[src/rtl/seg_scan_ctrl.sv]
// ---------------------------------------------------------------------------
// seg_scan_ctrl
//
// Time-multiplexed scan controller for a 4-digit seven-segment display.
// A programmable prescaler paces a 2-bit digit index (sel). For the selected
// digit, the block presents the nibble, the decimal point and a blank flag.
// The displayed value is double-buffered. A load lands in a shadow register
// and only reaches the display register on a frame boundary, so a frame never
// shows a mix of old and new digits.
//
// Parameters:
//   PRESCALE    clock cycles per digit step (1 .. 2^24-1)
//
// Ports:
//   clk         single clock, rising edge
//   reset       synchronous, active-high reset
//   en          scan enable; when low, the prescaler and sel hold
//   load        one-cycle strobe capturing data_in/dp_in into the shadow
//   data_in     four nibbles, [3:0] = digit 0 (rightmost)
//   dp_in       decimal point per digit, bit k = digit k
//   blank_lz    leading-zero blanking enable (registered before use)
//   sel         current digit index for the external 2-to-4 decoder
//   digit       nibble of the selected digit
//   dp          decimal point of the selected digit
//   blank       selected digit must be dark
//   tick        one-cycle pulse after every digit step
//   frame_done  one-cycle pulse after the 3 -> 0 step
//   pending     shadow holds data not yet committed to the display
// ---------------------------------------------------------------------------
module seg_scan_ctrl #(
    parameter int unsigned PRESCALE = 50000
) (
    input  logic        clk,
    input  logic        reset,
    input  logic        en,
    input  logic        load,
    input  logic [15:0] data_in,
    input  logic [3:0]  dp_in,
    input  logic        blank_lz,
    output logic [1:0]  sel,
    output logic [3:0]  digit,
    output logic        dp,
    output logic        blank,
    output logic        tick,
    output logic        frame_done,
    output logic        pending
);

    localparam logic [23:0] PCNT_MAX = 24'(PRESCALE - 1);

    logic [23:0] pcnt;
    logic [15:0] shadow_data;
    logic [3:0]  shadow_dp;
    logic [15:0] disp_data;
    logic [3:0]  disp_dp;
    logic        lz_q;
    logic        step;
    logic        boundary;
    logic [3:0]  lead_zero;

    // A step happens on the last enabled prescaler count. The step taken
    // while digit 3 is showing closes the frame, and only that step may
    // commit new display data.
    always_comb begin
        step     = en && (pcnt == PCNT_MAX);
        boundary = step && (sel == 2'd3);
    end

    // Scan timing: prescaler, digit index and the registered step pulses.
    // The blanking enable is also registered here. Because of that, no
    // input reaches an output without passing through a flop.
    always_ff @(posedge clk) begin
        if (reset) begin
            pcnt       <= 24'd0;
            sel        <= 2'd0;
            tick       <= 1'b0;
            frame_done <= 1'b0;
            lz_q       <= 1'b0;
        end else begin
            if (step) begin
                pcnt <= 24'd0;
                sel  <= sel + 2'd1;
            end else if (en) begin
                pcnt <= pcnt + 24'd1;
            end
            tick       <= step;
            frame_done <= boundary;
            lz_q       <= blank_lz;
        end
    end

    // Double buffer. The shadow always takes the latest load. On a frame
    // boundary, a load in that same cycle wins over older shadow contents
    // and goes straight to the display, so pending never rises for it.
    always_ff @(posedge clk) begin
        if (reset) begin
            shadow_data <= 16'h0000;
            shadow_dp   <= 4'h0;
            disp_data   <= 16'h0000;
            disp_dp     <= 4'h0;
            pending     <= 1'b0;
        end else begin
            if (load) begin
                shadow_data <= data_in;
                shadow_dp   <= dp_in;
            end
            if (boundary && load) begin
                disp_data <= data_in;
                disp_dp   <= dp_in;
                pending   <= 1'b0;
            end else if (boundary && pending) begin
                disp_data <= shadow_data;
                disp_dp   <= shadow_dp;
                pending   <= 1'b0;
            end else if (load) begin
                pending <= 1'b1;
            end
        end
    end

    // Digit presentation from the display register, indexed by sel.
    // lead_zero[k] means nibbles k..3 are all zero. Digit 0 always shows,
    // so a display of 0000 still reads as "0".
    always_comb begin
        lead_zero    = 4'b0000;
        lead_zero[3] = (disp_data[15:12] == 4'h0);
        lead_zero[2] = (disp_data[15:8]  == 8'h00);
        lead_zero[1] = (disp_data[15:4]  == 12'h000);

        digit = 4'h0;
        case (sel)
            2'd0:    digit = disp_data[3:0];
            2'd1:    digit = disp_data[7:4];
            2'd2:    digit = disp_data[11:8];
            default: digit = disp_data[15:12];
        endcase

        dp    = disp_dp[sel];
        blank = lz_q && lead_zero[sel] && !disp_dp[sel];
    end

endmodule

[config.mk]
export PLATFORM = sky130hd
export DESIGN_NAME = seg_scan_ctrl
export DESIGN_NICKNAME = d
export VERILOG_FILES = /design/src/rtl/seg_scan_ctrl.sv
export SDC_FILE = /design/constraint.sdc
export NUM_CORES = 1
export LEC_CHECK = 0
export CORE_ASPECT_RATIO = 1.75
export CORE_MARGIN = 3
export CORE_UTILIZATION = 55
export CTS_BUF_LIST = sky130_fd_sc_hd__clkbuf_8
export CTS_CLUSTER_DIAMETER = 120
export DETAILED_ROUTE_END_ITERATION = 10
export PLACE_DENSITY_LB_ADDON = 0.25
export SYNTH_ARGS = -nofsm -noshare
export SYNTH_HDL_FRONTEND = slang
export SYNTH_SLANG_ARGS = --single-unit
[constraint.sdc]
create_clock -name clk -period 4.6 [get_ports clk]
set_clock_uncertainty 0.1 [all_clocks]
set_input_delay 0.92 -clock clk [delete_from_list [all_inputs] [get_ports clk]]
set_output_delay 0.92 -clock clk [all_outputs]
set_load 0.03 [all_outputs]
Word-level counts from Yosys, hierarchy flattened
Cells that the tools add are included.

word-level totals
  flip-flop bits (word level) = 70
  latch bits = 0
  memory bits (writable) = 0
  memory bits (read-only) = 0
  output and inout bits = 11
  logic and storage cells = 40
  memories = 0

operators by class
  $add $sub $neg = 2
  $mul = 0
  divide/modulo/power cells = 0
  magnitude comparators = 1
  eq/ne operators = 4
  shift operators = 0
  mux-type cells = 9
  bitwise logic cells = 0
  reduce and logical (&&, ||, !) cells = 14

operator list
  kind                   number
  $mux 16                2
  $add 24x1->24 const B  1
  $eq 24x16->1 const B   1
  $logic_not 12->1       1
  $pmux 4 s3             1
  $logic_not 8->1        1
  $mux 4                 2
  $logic_and 1x1->1      6
  $bmux 1 s2             2
  $eq 2x2->1 const B     2
  $logic_not 4->1        1
  $lt 2x3->1 const B     1
  $reduce_or 3->1        1
  $add 2x1->2 const B    1
  $eq 2x1->1 const B     1
  $logic_not 2->1        1
  $mux 1                 2
  $reduce_bool 2->1      1
  $reduce_or 2->1        1
  $logic_not 1->1        1

Depth between registers and ports, before layout
  word-level depth = 6
  mapped depth = 7
  gate-level depth less buffers = 5

Least setup slack after synthesis
Ideal clock, no wire load.

  path type = reg2out
  start point = register sel[0]
  end point = output blank
  arrival = 2125 ps
  data required time = 3580 ps
  path slack = 1455 ps
  cell stages (with the launch flop) = 3
  cell sequence = dfxtp_1 mux4_2 a211oi_1

on the way
  cells in the longest elaborated chain, start to end = 4
  elaborated cells between the ends (all ways) = 7
  classes of those cells = mux (4); reduce/logical (3)

ends and longest elaborated chain
  item                    RTL line  text
  from (decl)             40        output logic [1:0] sel,
  from (signal assigned)  82        sel <= sel + 2'd1;
  $bmux 1 s2              n/a
  $mux 1                  n/a
  net dp                  42        output logic dp,
  $logic_not 1->1         139       blank = lz_q && lead_zero[sel] && !disp_dp[sel];
  $logic_and 1x1->1       139
  to (decl)               43        output logic blank,

The timed path passes the listed nets, and every way through them passes these cells. The select of a mux whose other input is x is not followed.

Worst setup path in the final report
  start point = register sel[0]
  end point = output digit[2]

on the way
  cells in the longest elaborated chain, start to end = 2
  elaborated cells between the ends (all ways) = 4
  classes of those cells = eq/ne (2); mux (1); reduce/logical (1)

ends and longest elaborated chain
  item                                      RTL line  text
  $eq 2x2->1, or another cell as far along  131       case (sel)
  $pmux 4 s3 (*)                            131
  to (decl)                                 41        output logic [3:0] digit,

Mark *: on every way between the ends. The rest lies on a longest branch, timed or not.

==> summary.txt <==
Synth
  • Yosys reg bits: 70
  • Synth async-reset ratio: 0%
  • Most common cell in the netlist: dfxtp_1
  • Multiplexer area fraction after synthesis: 8.64%
  • Simple-Gate Fraction of Synth Area: 22.6%
  • Area share of fa/ha/maj cells after synthesis: 2.38%
  • Count of unique library cells instantiated by Yosys: 42
  • Share of the synthesized area in the top cell type: 44.4%
  • Leading area contributor after synthesis: dfxtp_1
  • Largest family of logic cells by synthesized area: simple AND/OR/NAND/NOR gates
  • Synth Instances: 348
  • Seq/Total Area, Yosys: 44.4%
  • Avg Cell Area, Syn: 9.07 sq um
  • Net Count, Synth: 379
  • Post-Synth XOR/XNOR Area: 3.61%
  • Post-synthesis compound-gate area fraction: 14.5%
  • Synth warn: 0
  • Mapped Area: 0.00316 sq mm
  • Synth top area cells: dfxtp_1, mux2i_1, a21oi_1
  • Post-synth EDFFs: 0
  • Leading cell types by count after synthesis: dfxtp_1, nor2_1, a21oi_1, o21ai_0, mux2i_1
  • Synth Flop Type: dfxtp_1

GRT
  • GRT met3 Usage: 4.86%
  • Grt ovf: 0
  • Vias in the first global route: 2623
  • Initial antenna violation count: 0
  • Global route hottest layer: met2
  • Largest net degree at the start of global routing: 33
  • Met2 Usage GRT: 41.4%
  • First-pass GRT wire length: 11800 um
  • Gr usage total: 22.1%
  • Routing usage on met1: 22.8%

Clocking
  • Bufs on Longest Clock Path: 2
  • H-tree depth: 3
  • Clk Tree Root Cell: clkbuf_8
  • Clk sinks: 70
  • CTS tree: yes
  • Num CTS Buffers: 9
  • Post-CTS Setup Bufs: 0
  • Post-CTS Resized: 0
  • Clock-pin slew on the worst setup and hold paths: 0.07 ns
  • Hold buffers post-CTS: 0
  • Worst skew pair latency: 0.35 ns

Flow run
  • Maxcap violations: 0

Timing
  • Fin crit share: 74.2%
  • Setup TNS: 0 ns
  • RSZ-0062 raised after global routing: no
  • Count of final setup violators: 0
  • Max-slew violations: 0
  • Slew @ Worst Pin: 0.835 ns
  • Max-slew headroom: 44.2%
  • Hold Fails Final Rpt: 0
  • Fin crit period: 3.41 ns
  • F_max: 293 MHz

Die
  • Core area: 0.00543 sq mm
  • Initial core utilization: 58.2%
  • Die area: 0.00672 sq mm
  • Rows: 35
  • DIE HEIGHT: 106 um
  • Die width: 63.3 um
  • Top Ports: 36

Routing
  • ANT nets after route: 0
  • DRT iter0 DRCs: 192
  • Residual DRC count: 0
  • DR WL/cell: 15.3 um
  • Vias: 2684
  • Vias per std cell: 5.86
  • DRT Wirelength: 6990 um
  • Detailed Routing Iterations Pass 1: 4

Worst setup path
  • Worst-path fanout max: 9
  • Slowest CP cell: clkdlybuf4s50_1
  • Critical Path Sink Type: output port
  • Required @ worst endpoint: 3.58 ns
  • WS Path Type: flip-flop to output port
  • CP Data Arrival Time: 2.39 ns
  • Crit path launch type: flip-flop
  • CP bufs+invs: 2
  • Kind of cell adding the most delay to the critical path: buffers and inverters
  • Cell Chain, Critical Path: inv_1 -> ha_1 -> a222oi_1 -> mux2i_1 -> clkdlybuf4s50_1
  • Largest stage delay on the critical path: 0.61 ns

Pwr
  • Worst VDD drop: 0.219 mV
  • Leak: 1.29 nW
  • Pwr/cell area: 331 mW/mm^2
  • Overall power: 1.25 mW

Finish
  • Diode count: 0
  • Syn-to-layout area delta: 19.3%
  • Layout cell share with drive strength beyond 1: 7.81%
  • # nets final: 410

Hold path
  • Worst Hold Class: flip-flop to flip-flop

Place
  • GP Congestion: 0.751
  • Port-buffer cells: 35
  • Dpl hpwl: 4870 um

Outcome
  • Status: complete, no violations
## cell usage in the layout, fill, tap and decap left out, types with 2 or more instances in the layout
cell,n
or3_1,21
buf_4,4
o22ai_1,5
a222oi_1,4
xnor2_1,9
clkdlybuf4s50_1,35
or4_1,5
clkinvlp_4,2
nand3_1,8
mux2i_1,25
and4_1,2
nor2_1,40
o21ai_0,28
nor3_1,7
nand4_1,9
bufinv_16,2
nand2_1,13
dfxtp_1,70
ha_1,6
nor4b_2,2
clkbuf_8,9
nor4_1,6
a211oi_1,8
a21oi_1,31
xor2_1,4
inv_1,10
## report_power, final
group	internal (mW)	switching, mW
logic	0.0370	0.0349
clock network	0.307	0.242
registers	0.619	0.00689
## registers in the layout, summed over array words and instances, names as in the netlist
signal,flops
disp_data,16
shadow_dp,4
pending,1
frame_done,1
pcnt,24
disp_dp,4
shadow_data,16
lz_q,1
sel,2
tick,1
## logic make-up after synthesis
logic type               Yosys count
AND/OR/NAND/NOR                  124
adder cells (fa/ha/maj)            6
multiplexers                      26
XOR/XNOR                          13
AO/OA/AOI/OAI                     80
flip-flops                        70
buffers and inverters             29
## layer usage
| layer | share of wire (%) | wire length, um |
|---|---|---|
| met3 | 3.7 | 261 |
| met2 | 54 | 3800 |
| met4 | 3.1 | 218 |
| met5 | 0 | 0 |
| met1 | 39 | 2710 |
## stage by stage
stage	cell area (sq um)	worst slack (ns)	utilization (%)	hold WS, ns	instances
after floorplan	3160	1.46	-	0.348	348
after global placement	3550	1.49	65.3	0.363	442
after detailed placement	3550	1.45	65.3	0.373	442
after CTS	3770	1.17	69.4	0.389	458
after global routing	3770	1.04	69.4	0.420	458
final	3770	1.19	69.4	0.390	458
## final cells by class
cell class	count	area, sq um
clock buffers	9	124
inverters	10	37.5
multi-input cells	249	1630
flip-flops and latches	70	1400
fillers	443	1660
clock inverters	7	97.6
repair buffers	39	380
well taps	74	92.6
## final timing paths
check | from | to | slack (ns) | cells after the start
worst max-delay path | sel[0] | digit[2] | 1.19 | 5
worst min-delay path | disp_data[14] | disp_data[14] | 0.39 | 2
worst max register to register | pcnt[14] | disp_data[7] | 2.05 | 4
worst min register to register | disp_data[14] | disp_data[14] | 0.39 | 2
## tightest hold or removal path, stage by stage, from the launching register on
cell,delay [ns]
dfxtp_1,0.32
o21ai_0,0.07
a21oi_1,0.06
Note: power is estimated with default switching activity, not from simulation.
